`src/rtl/alu_share_ctrl.sv`:
```
// Two-requester front end for one shared combinational ALU: round-robin grant,
// captured operation, iterated-add multiply and a held response until acknowledged.
module alu_share_ctrl #(
   parameter logic [2:0] MUL_CODE = 3'b110,
   parameter logic [2:0] ADD_CODE = 3'b001
) (
   input  logic       clock,
   input  logic       reset_n,
   input  logic       req0_valid,
   input  logic [3:0] req0_a,
   input  logic [3:0] req0_b,
   input  logic [2:0] req0_func,
   output logic       req0_ready,
   input  logic       req1_valid,
   input  logic [3:0] req1_a,
   input  logic [3:0] req1_b,
   input  logic [2:0] req1_func,
   output logic       req1_ready,
   output logic [3:0] alu_a,
   output logic [3:0] alu_b,
   output logic [2:0] alu_func,
   input  logic [7:0] alu_result,
   output logic       rsp_valid,
   output logic       rsp_id,
   output logic [7:0] rsp_data,
   input  logic       rsp_ack,
   output logic       busy
);

   typedef enum logic [1:0] {
      IDLE = 2'd0,
      EXEC = 2'd1,
      MUL  = 2'd2,
      RESP = 2'd3
   } state_t;

   state_t     state_q, state_d;
   logic       last_grant_q, last_grant_d;
   logic [3:0] op_a_q, op_a_d;
   logic [3:0] op_b_q, op_b_d;
   logic [2:0] op_func_q, op_func_d;
   logic       op_id_q, op_id_d;
   logic [7:0] acc_q, acc_d;
   logic [3:0] cnt_q, cnt_d;
   logic       rsp_valid_q, rsp_valid_d;
   logic       rsp_id_q, rsp_id_d;
   logic [7:0] rsp_data_q, rsp_data_d;

   logic       grant_vld_s;
   logic       grant_id_s;
   logic [3:0] sel_a_s;
   logic [3:0] sel_b_s;
   logic [2:0] sel_func_s;

   // Round-robin arbiter: on a tie the requester that did not win last time is picked.
   always_comb begin
      grant_vld_s = 1'b0;
      grant_id_s  = 1'b0;
      if (req0_valid && req1_valid) begin
         grant_vld_s = 1'b1;
         grant_id_s  = ~last_grant_q;
      end else if (req0_valid) begin
         grant_vld_s = 1'b1;
         grant_id_s  = 1'b0;
      end else if (req1_valid) begin
         grant_vld_s = 1'b1;
         grant_id_s  = 1'b1;
      end else begin
         grant_vld_s = 1'b0;
         grant_id_s  = 1'b0;
      end
   end

   assign sel_a_s    = grant_id_s ? req1_a    : req0_a;
   assign sel_b_s    = grant_id_s ? req1_b    : req0_b;
   assign sel_func_s = grant_id_s ? req1_func : req0_func;

   assign req0_ready = (state_q == IDLE) && grant_vld_s && !grant_id_s;
   assign req1_ready = (state_q == IDLE) && grant_vld_s &&  grant_id_s;

   // ALU operand steering; kept apart from next-state logic so no loop through alu_result.
   always_comb begin
      alu_a    = 4'd0;
      alu_b    = 4'd0;
      alu_func = 3'd0;
      case (state_q)
         EXEC: begin
            alu_a    = op_a_q;
            alu_b    = op_b_q;
            alu_func = op_func_q;
         end
         MUL: begin
            if (cnt_q != 4'd0) begin
               alu_a    = acc_q[3:0];
               alu_b    = op_a_q;
               alu_func = ADD_CODE;
            end else begin
               alu_a    = 4'd0;
               alu_b    = 4'd0;
               alu_func = 3'd0;
            end
         end
         default: begin
            alu_a    = 4'd0;
            alu_b    = 4'd0;
            alu_func = 3'd0;
         end
      endcase
   end

   // Controller next state: capture, execute, multiply iterations, response hold.
   always_comb begin
      state_d      = state_q;
      last_grant_d = last_grant_q;
      op_a_d       = op_a_q;
      op_b_d       = op_b_q;
      op_func_d    = op_func_q;
      op_id_d      = op_id_q;
      acc_d        = acc_q;
      cnt_d        = cnt_q;
      rsp_valid_d  = rsp_valid_q;
      rsp_id_d     = rsp_id_q;
      rsp_data_d   = rsp_data_q;
      case (state_q)
         IDLE: begin
            if (grant_vld_s) begin
               op_a_d       = sel_a_s;
               op_b_d       = sel_b_s;
               op_func_d    = sel_func_s;
               op_id_d      = grant_id_s;
               last_grant_d = grant_id_s;
               if (sel_func_s == MUL_CODE) begin
                  acc_d   = 8'd0;
                  cnt_d   = sel_b_s;
                  state_d = MUL;
               end else begin
                  state_d = EXEC;
               end
            end else begin
               state_d = IDLE;
            end
         end
         EXEC: begin
            rsp_data_d  = alu_result;
            rsp_id_d    = op_id_q;
            rsp_valid_d = 1'b1;
            state_d     = RESP;
         end
         MUL: begin
            // Low nibble comes back from the ALU; its carry ripples into the high nibble here.
            if (cnt_q != 4'd0) begin
               acc_d = {acc_q[7:4] + {3'd0, alu_result[4]}, alu_result[3:0]};
               cnt_d = cnt_q - 4'd1;
            end else begin
               rsp_data_d  = acc_q;
               rsp_id_d    = op_id_q;
               rsp_valid_d = 1'b1;
               state_d     = RESP;
            end
         end
         RESP: begin
            if (rsp_ack) begin
               rsp_valid_d = 1'b0;
               state_d     = IDLE;
            end else begin
               state_d = RESP;
            end
         end
         default: begin
            rsp_valid_d = 1'b0;
            state_d     = IDLE;
         end
      endcase
   end

   // State and datapath registers.
   always_ff @(posedge clock or negedge reset_n) begin
      if (!reset_n) begin
         state_q      <= IDLE;
         last_grant_q <= 1'b1;
         op_a_q       <= 4'd0;
         op_b_q       <= 4'd0;
         op_func_q    <= 3'd0;
         op_id_q      <= 1'b0;
         acc_q        <= 8'd0;
         cnt_q        <= 4'd0;
         rsp_valid_q  <= 1'b0;
         rsp_id_q     <= 1'b0;
         rsp_data_q   <= 8'd0;
      end else begin
         state_q      <= state_d;
         last_grant_q <= last_grant_d;
         op_a_q       <= op_a_d;
         op_b_q       <= op_b_d;
         op_func_q    <= op_func_d;
         op_id_q      <= op_id_d;
         acc_q        <= acc_d;
         cnt_q        <= cnt_d;
         rsp_valid_q  <= rsp_valid_d;
         rsp_id_q     <= rsp_id_d;
         rsp_data_q   <= rsp_data_d;
      end
   end

   assign rsp_valid = rsp_valid_q;
   assign rsp_id    = rsp_id_q;
   assign rsp_data  = rsp_data_q;
   assign busy      = (state_q != IDLE);

endmodule

```
`config.mk`:
```
export PLATFORM = sky130hd
export DESIGN_NAME = alu_share_ctrl
export DESIGN_NICKNAME = d
export VERILOG_FILES = /design/src/rtl/alu_share_ctrl.sv
export SDC_FILE = /design/constraint.sdc
export NUM_CORES = 1
export LEC_CHECK = 0
export BUFFER_PORTS_ARGS = -buffer_cell sky130_fd_sc_hd__clkbuf_2
export CAP_MARGIN = 30
export CELL_PAD_IN_SITES_DETAIL_PLACEMENT = 1
export CELL_PAD_IN_SITES_GLOBAL_PLACEMENT = 2
export CORE_MARGIN = 5
export CORE_UTILIZATION = 30
export CTS_CLUSTER_SIZE = 20
export DETAILED_ROUTE_END_ITERATION = 8
export GPL_ROUTABILITY_DRIVEN = 0
export GPL_TIMING_DRIVEN = 0
export PLACE_DENSITY_LB_ADDON = 0.1
export SETUP_SLACK_MARGIN = 0.3
export SLEW_MARGIN = 15
export SYNTH_ARGS = -nofsm -noshare
export SYNTH_HDL_FRONTEND = slang
export SYNTH_SLANG_ARGS = --single-unit
```
`constraint.sdc`:
```
create_clock -name clock -period 2.8 [get_ports clock]
set_input_delay 0.56 -clock clock [delete_from_list [all_inputs] [get_ports clock]]
set_output_delay 0.56 -clock clock [all_outputs]
set_load 0.005 [all_outputs]
```
[After elaboration in Yosys (flattened, before gate mapping)]
Cells that the tools add are included.
Storage, ports and cells
  register bits: 37
  bits of input ports: 35
Cells by class
  add/sub/neg operators: 2
  eq/ne operators: 9
  multiplexer cells: 34
  bitwise operators: 1
  reductions and logical operators: 15
Operator list (number)
  $mux 8: 4
  $pmux 8 s2: 2
  $mux 4: 7
  $pmux 4 s2: 3
  $mux 1: 9
  $mux 2: 4
  $ne 2x2->1 const B: 4
  $pmux 2 s4: 1
  $pmux 3 s2: 1
  $reduce_bool 2->1: 3
  $add 4x1->4: 1
  $eq 2x2->1 const B: 2
  $logic_and 1x1->1: 4
  $reduce_and 2->1: 2
  $reduce_and 4->1: 1
  $reduce_bool 4->1: 1
  $sub 4x1->4 const B: 1
  $eq 3x3->1 const B: 1
  $mux 3: 1
  $pmux 1 s3: 1
  $reduce_and 3->1: 1
  $reduce_bool 3->1: 1
  $eq 2x1->1 const B: 1
  $logic_not 2->1: 1
  other kinds (4): 4

[Logic depth before layout (Yosys ltp)]
Gate-level depths: netlist of the first run.
  word-level depth: 8
  depth in mapped cells: 8

[Worst setup path after synthesis of the first run]
OpenSTA, ideal clock, no wires.
  path kind: register to output
  start point: register cnt_q[0]
  end point: output alu_a[0]
  arrival time: 1.622 ns
  data required time: 2.240 ns
  slack: 0.618 ns
  cell stages (with the launch flop): 7
  path buffers: 1
  path through: dfrtp_1 -> inv_1 -> ha_1 -> or3b_1 -> and3_1 -> clkbuf_1 -> a22o_1
Between the ends
  word-level cells in the longest chain between the ends: 3
RTL lines
  start, declared: line 44  | logic [3:0] cnt_q, cnt_d;
  start signal, assigned: line 198  | cnt_q <= cnt_d;
  $reduce_bool 4->1: line 93  | if (cnt_q != 4'd0) begin
  $mux 4: line 93
  $pmux 4 s2: line 86  | case (state_q)
  end, declared: line 19  | output logic [3:0] alu_a,
No other way between the ends.

[Worst setup path after layout of the first run]
  start point: register cnt_q[1]
  end point: output alu_a[3]
The elaborated chain is that of the path after synthesis.

==> impl_metrics.toml, run 1 <==
[floorplanning]
rows = 29
pin_count = 59
dieArea_mm2 = 0.008449
coreArea_mm2 = 0.006422
initial_core_util_pct = 31.35
die_x_um = 91.92
die_y_um = 91.92

[layout]
final_nets = 325
instances_no_fill = 360
final_area_mm2 = 0.002600
n_antenna_cell = 0
fillers = 753
layout-drive-gt1-share_pct = 32.51
area_delta_synth_final_pct = 29.15

[global_routing]
grt.overflow.total = 0
grt_pass1_vias = 1909
grt_max_degree = 26
grt_pass1_wl_mm = 9.949
antenna_found_initial = 0
grt_use_total_pct = 14.95

[yosys]
synth_top_family_by_area = "compound AO/OA/AOI/OAI gates"
synth_compound_area_share_pct = 20.82
synth_top_area_share_pct = 44.75
synthXorXnorAreaFrac_pct = 0
yosysMostFrequentCell = "nand2_1"
synthAdderAreaFrac_pct = 4.972
synth_mux_area_share_pct = 9.323
seq_area_frac_synth_pct = 46.05
synthTopCellsByCount = "38 x nand2_1, 36 x dfrtp_1, 17 x o21ai_0, 17 x o21ai_1, 14 x mux2i_1"
yosys-top-cells-area = "dfrtp_1 45%, nand2_1 7.1%, mux2i_1 7.0%"
synth_top_area_cell = "dfrtp_1"
syn-num-nets = 253
async_reset_ff_share_pct = 100.0
synth.distinct_cells = 41
synth_warnings = 0
ys_seq_elements = 37
synth_edf_count = 0
ys.flop_type = "dfrtp_1"
netlist_area_mm2 = 0.002013
synthCells = 210
synth_area_per_cell_um2 = 9.587
yosys.area_share.simple_pct = 15.04

[worst_setup_path]
crit_path_end_kind = "primary output"
crit_arrival_ns = 1.99
crit_type = "reg -> out"
reg2reg_slack_ns = 0.55
required_ns = 2.24
r2r-end = "rsp_data[4]"
worst-r2r-cell-count = 9
setup.worst_path.start_class = "register"
r2r-start = "cnt_q[1]"
crit_fanout = 5

[sta]
max_freq_mhz = 392.8
hold_violations = 0
drv_slew = 0
period_share_pct = 90.92
setup_viol = 0
hold_ws_ns = 0.1599
setup_tns_ns = 0
relSlewSlack_pct = 53.50
finClkSkew_ns = 0.01175
rsz0062_at_grt = "yes"
tightest_slew_ns = 0.6975
post-route-min-period_ns = 2.546

[place]
dp_hpwl_mm = 4.520
placed_area_mm2 = 0.002420
io_buffers = 58
place_inst = 346

[clocking]
clockBufferDepth = 2
clock-sinks = 37
cts_tree = "built"
cts_made_buffers = 5
path_clk_slew_ns = 0.08
h-tree-depth = 2
cts_root_buffer = "clkbuf_8"
clock_latency_ns = 0.30

[pwr]
powerDensity_mw_per_mm2 = 1105
power_mw = 2.873
ir_worst_vdd_v = 0.0003786
p_leak_nw = 1.297

[route]
drc_errors = 0
avgRoutedWirePerCell_um = 16.67
ant_nets = 0
dr.pass1.iters = 4
drt_iter0_drc = 55
wl_mm = 6.002
num_vias = 1780
via_per_inst = 4.944

[status]
status = "complete, no violations"

[job]
cap_violations = 0

[worst_hold_path]
hold_class = "in -> async"
## metal layers
layer  track usage (%)  share of wire, %  up-vias
met4             4.084               1.2        0
met1             20.23                48      841
met5                 0                 0        -
met2             23.60                46       43
met3             4.010               5.1        7
li1                  -                 -      889
## worst max-delay path, stage by stage (launching register included)
cell,delay [ns]
dfrtp_1,0.39
inv_1,0.06
ha_2,0.18
or3b_4,0.39
and3_4,0.20
clkbuf_8,0.14
a22o_1,0.21
clkbuf_2,0.11
## registers in the layout (all words and copies together), names as in the netlist
name,flops
acc_q,8
rsp_data,8
cnt_q,4
op_a_q,4
op_b_q,4
op_func_q,3
state_q,2
last_grant_q,1
op_id_q,1
rsp_id,1
rsp_valid,1
## how the worst max path moves through the flow
| stage | start | endpoint | depth (start not counted) |
|---|---|---|---|
| after detailed placement | cnt_q[0] | alu_b[3] | 7 |
| final | cnt_q[1] | alu_a[3] | 7 |
| after global placement | cnt_q[0] | alu_b[3] | 7 |
| after floorplan | cnt_q[0] | alu_a[0] | 6 |
| after CTS | cnt_q[1] | alu_a[3] | 7 |
| after global routing | cnt_q[1] | alu_b[1] | 7 |
## final cells by class
type	count	area, um2	share of cell area (%)
multi-input combinational	154	1022	39.32
sequential	37	927.1	35.66
timing repair buffer	65	361.6	13.91
clock buffer	7	96.34	3.705
tap	77	96.34	3.705
buffer	11	61.31	2.358
inverter	8	30.03	1.155
clock inverter	1	5.005	0.1925
## power breakdown
group	leakage [nW]	internal (mW)	switching, mW
clock	0.0542	0.223	0.201
combinational	0.783	0.651	0.842
sequential	0.460	0.789	0.167
## logic make-up after synthesis
| group | Yosys count |
|---|---|
| AND/OR/NAND/NOR | 65 |
| multiplexers | 18 |
| AO/OA/AOI/OAI | 63 |
| buffers and inverters | 19 |
| flip-flops | 37 |
| adder cells (fa/ha/maj) | 8 |
## through the flow
stage          setup slack (ns)  utilization, %
4_1_cts                  0.2424           40.31
6_report                 0.2542           40.48
5_1_grt                  0.1767           40.48
3_5_place_dp             0.2654           37.68
3_3_place_gp             0.2747           37.37
2_1_floorplan            0.6183               -
## timing repair
item	4_1_cts	5_1_grt
hold buffers	0	0
buffers inserted	4	1
pin swaps	9	0
endpoints found under the setup margin	9	10
cloned	1	0
gates resized for setup	9	3
## cell usage in the layout, fill, tap and decap left out, drive strengths merged, types with 6 or more instances in the layout
cell type / n
clkbuf: 72
nand2: 38
dfrtp: 36
o21ai: 34
mux2i: 15
buf: 11
a22o: 9
inv: 8
ha: 8
nor2: 6
(Power assumes the default switching activity.)
==> run 2: changes to the inputs <==
- PLACE_DENSITY: unset -> 0.81
- PLACE_DENSITY_LB_ADDON: 0.1 -> unset
==> run 2 against run 1 <==
Utilization is 0.27 points lower; die area stayed put; clock skew is 0.0020 ns lower; fmax is 0.34% lower; critical path depth stayed put; via count is 2.0% higher; largest cell class unchanged.
==> impl_metrics.toml, run 2 (same netlist as run 1, synthesis figures left out) <==
[sta]
hold_ws_ns = 0.1297
post-route-min-period_ns = 2.554
relSlewSlack_pct = 54.36
drv_slew = 0
setup_tns_ns = 0
tightest_slew_ns = 0.6846
fin_ws_ns = 0.2456
rsz0062_at_grt = "yes"
max_freq_mhz = 391.5
setup_viol = 0
finClkSkew_ns = 0.009715
period_share_pct = 91.23
hold_violations = 0

[worst_setup_path]
crit_type = "reg -> out"
crit_path_cell_trace = "inv_1 -> ha_2 -> or3b_4 -> and3_4 -> buf_8 -> a22o_1 -> buf_2"
path_delay_family = "simple AND/OR/NAND/NOR gates"
crit_fanout = 5
crit_arrival_ns = 1.99
cpPeakStageDelay_ns = 0.39
reg2reg_slack_ns = 0.57
crit_path_end_kind = "primary output"
setup.worst_path.start_class = "register"
critPathSlowestCell = "dfrtp_1"
worstPathBufferInverterCount = 3
required_ns = 2.24

[job]
cap_violations = 0

[clocking]
cts_made_buffers = 5
path_clk_slew_ns = 0.08
clock_latency_ns = 0.29
clockBufferDepth = 2
cts_tree = "built"
h-tree-depth = 2
cts_root_buffer = "clkbuf_8"
clock-sinks = 37

[worst_hold_path]
hold_class = "in -> async"

[route]
drt_iter0_drc = 77
via_per_inst = 5.042
avgRoutedWirePerCell_um = 16.29
drc_errors = 0
ant_nets = 0
wl_mm = 5.863
dr.pass1.iters = 4
num_vias = 1815

[floorplanning]
pin_count = 59
die_y_um = 91.92
initial_core_util_pct = 31.35
coreArea_mm2 = 0.006422
die_x_um = 91.92
rows = 29
dieArea_mm2 = 0.008449

[global_routing]
grt.overflow.total = 0
grt_pass1_vias = 1943
grt_pass1_wl_mm = 9.915
antenna_found_initial = 0
grt_use_total_pct = 14.83
grt_max_degree = 30

[pwr]
power_mw = 2.833
ir_worst_vdd_v = 0.0004090
powerDensity_mw_per_mm2 = 1097
p_leak_nw = 1.289

[place]
dp_slack_ns = 0.2782
dp_hpwl_mm = 4.521
io_buffers = 58
place_inst = 346

[layout]
layout-drive-gt1-share_pct = 32.16
instances_no_fill = 360
fillers = 760
n_antenna_cell = 0
final_cell_mix = "57 x clkbuf_2, 38 x nand2_1, 36 x dfrtp_1"
final_nets = 325
area_delta_synth_final_pct = 28.28
mostFrequentLayoutCell = "clkbuf_2"

[status]
status = "complete, no violations"
-- run 2: cell type report --
| type | instances | area [um2] | area share (%) |
|---|---|---|---|
| flip-flops and latches | 37 | 927.1 | 35.90 |
| plain buffers | 11 | 62.56 | 2.422 |
| multi-input cells | 154 | 1022 | 39.58 |
| well taps | 77 | 96.34 | 3.731 |
| repair buffers | 65 | 361.6 | 14.00 |
| inverters | 8 | 30.03 | 1.163 |
| clock buffers | 6 | 72.57 | 2.810 |
| clock inverters | 2 | 10.01 | 0.3876 |
-- run 2: final timing paths --
kind / startpoint / endpoint / depth (start not counted)
setup reg to reg: cnt_q[0] / rsp_data[3] / 9
hold reg to reg: op_func_q[0] / op_func_q[0] / 2
min in group clock: op_func_q[0] / op_func_q[0] / 2
max in group asynchronous: reset_n / last_grant_q / 2
hold / removal: reset_n / acc_q[5] / 1
setup / recovery: cnt_q[0] / alu_b[0] / 7
-- run 2: through the flow --
| stage | instance area, um2 | util [%] |
|---|---|---|
| CTS | 2570 | 40.02 |
| global placement | 2400 | 37.37 |
| detailed placement | 2420 | 37.68 |
| finish | 2582 | 40.21 |
| global route | 2582 | 40.21 |
| floorplan | 2013 | - |
-- run 2: power breakdown --
group / internal [mW] / leakage (nW) / total, mW / switching, mW
Combinational: 0.657 / 0.785 / 1.50 / 0.844
Sequential: 0.789 / 0.460 / 0.958 / 0.168
Clock: 0.173 / 0.0450 / 0.375 / 0.202
Total: 1.62 / 1.29 / 2.83 / 1.21
-- run 2: what timing repair did --
action | 4_1_cts | 5_1_grt
pin swaps | 9 | 4
setup endpoints to repair | 9 | 10
hold buffers | 0 | 0
setup buffers | 4 | 1
cloned | 1 | 0
resized for setup | 9 | 6
-- run 2: layer usage --
layer / track usage (%) / wire length, um
met4: 3.342 / 49
met2: 22.81 / 2610
met5: 0 / 0
met1: 20.48 / 2844
met3: 4.664 / 359
==> run 3: changes to the inputs <==
- BUFFER_PORTS_ARGS: -buffer_cell sky130_fd_sc_hd__clkbuf_2 -> -buffer_cell sky130_fd_sc_hd__buf_2
- CORE_UTILIZATION: 30 -> 29
- CTS_CLUSTER_SIZE: 20 -> 25
- PLACE_DENSITY: 0.81 -> 0.78
==> run 3 against run 2 <==
Wire length up 3.2%; worst setup slack worse by 0.012 ns; final area up 1.4%; hold slack better by 0.043 ns; sequential cell count unchanged; first-iteration DRC count down 64%; sequential power down 0.5%; die area up 3.1%; critical endpoint is now alu_a[3]; highest routed layer unchanged.
==> impl_metrics.toml, run 3 (same netlist as run 1, synthesis figures left out) <==
[floorplanning]
pin_count = 59
rows = 30
dieArea_mm2 = 0.008709
coreArea_mm2 = 0.006794
die_y_um = 93.32
die_x_um = 93.32
initial_core_util_pct = 29.63

[clocking]
cts_tree = "built"
clockBufferDepth = 2
clock-sinks = 37
cts_made_buffers = 5
cts_hold_buf = 0
h-tree-depth = 2
clock_latency_ns = 0.30
cts_root_buffer = "clkbuf_8"
path_clk_slew_ns = 0.08

[place]
placed_area_mm2 = 0.002424
place_inst = 364
dp_slack_ns = 0.2648
dp_hpwl_mm = 4.522
io_buffers = 58

[sta]
setup_viol = 0
setup_tns_ns = 0
tightest_slew_ns = 0.7133
drv_slew = 0
period_share_pct = 91.66
fin_ws_ns = 0.2337
hold_violations = 0
post-route-min-period_ns = 2.566
rsz0062_at_grt = "yes"
finClkSkew_ns = 0.01089
relSlewSlack_pct = 52.45
hold_ws_ns = 0.1724
max_freq_mhz = 389.7

[global_routing]
grt_pass1_wl_mm = 9.756
grt_max_degree = 38
grt.overflow.total = 0
grt_use_total_pct = 14.50
grt_pass1_vias = 1941
antenna_found_initial = 0

[pwr]
power_mw = 2.852
sw_frac_of_total_pct = 42.60
ir_worst_vdd_v = 0.0004163
combPwrFrac_pct = 52.1
p_sw_mw = 1.215
seq_power_share_pct = 33.4
p_int_mw = 1.637
p_clk_share_pct = 14.5
p_leak_nw = 1.297
powerDensity_mw_per_mm2 = 1090

[worst_setup_path]
crit_path_end_kind = "primary output"
crit_type = "reg -> out"
required_ns = 2.24
worst-r2r-cell-count = 9
setup.worst_path.start_class = "register"
r2r-start = "cnt_q[0]"
crit_fanout = 5
r2r-end = "rsp_data[3]"
crit_arrival_ns = 2.01
reg2reg_slack_ns = 0.59

[route]
dr.pass1.iters = 4
drt_iter0_drc = 28
drc_errors = 0
wl_mm = 6.050
via_per_inst = 4.820
avgRoutedWirePerCell_um = 16.01
num_vias = 1822
ant_nets = 0

[layout]
final_cell_mix = "62 x buf_2, 38 x nand2_1, 36 x dfrtp_1"
instances_no_fill = 378
post-route-util_pct = 38.53
n_antenna_cell = 0
final_area_mm2 = 0.002618
mostFrequentLayoutCell = "buf_2"
final_nets = 324
layout-drive-gt1-share_pct = 31.91
area_delta_synth_final_pct = 30.02

[status]
status = "complete, no violations"

[worst_hold_path]
hold_class = "in -> async"

[job]
cap_violations = 0
==> run 3: layer usage <==
metal	vias up	track usage, %	share of wire [%]
li1	882	-	-
met1	874	19.14	47
met2	56	22.87	46
met3	10	3.540	5.3
met4	0	5.495	2.1
met5	-	0	0
==> run 3: how the worst max path moves through the flow <==
stage | start | to | slack, ns | cells after the start
finish | cnt_q[0] | alu_a[3] | 0.23 | 7
floorplan | cnt_q[0] | alu_a[0] | 0.62 | 6
detailed placement | cnt_q[0] | alu_a[3] | 0.26 | 7
CTS | cnt_q[0] | alu_a[3] | 0.22 | 7
global route | cnt_q[0] | alu_a[3] | 0.15 | 7
global placement | cnt_q[0] | alu_b[0] | 0.27 | 7
==> run 3: layout make-up <==
type	count	area [um2]
clock buffer	6	82.58
clock inverter	2	13.76
sequential	37	927.1
timing repair buffer	64	361.6
tap	96	120.1
buffer	11	62.56
inverter	8	30.03
fill	819	4177
multi-input combinational	154	1020
==> run 3: what timing repair did <==
| item | CTS | global route |
|---|---|---|
| setup buffers | 4 | 0 |
| endpoints found under the setup margin | 9 | 10 |
| gates resized for setup | 9 | 3 |
| pin swaps | 9 | 3 |
| cloned | 1 | 0 |
==> run 3: power by group through the flow <==
stage,Combinational [mW],Sequential [mW],Clock (mW)
finish,1.49,0.953,0.412
floorplan,0.918,0.933,0
global placement,1.36,0.959,0
detailed placement,1.40,0.973,0
CTS,1.50,0.957,0.430
global route,1.67,0.992,0.450
==> run 3: worst max-delay path, cell delays in order (launching register included) <==
cell and delay [ns]:
dfrtp_1 0.40, inv_1 0.06, ha_2 0.17, or3b_4 0.38, and3_4 0.21, buf_8 0.13, a22o_1 0.23, buf_2 0.13
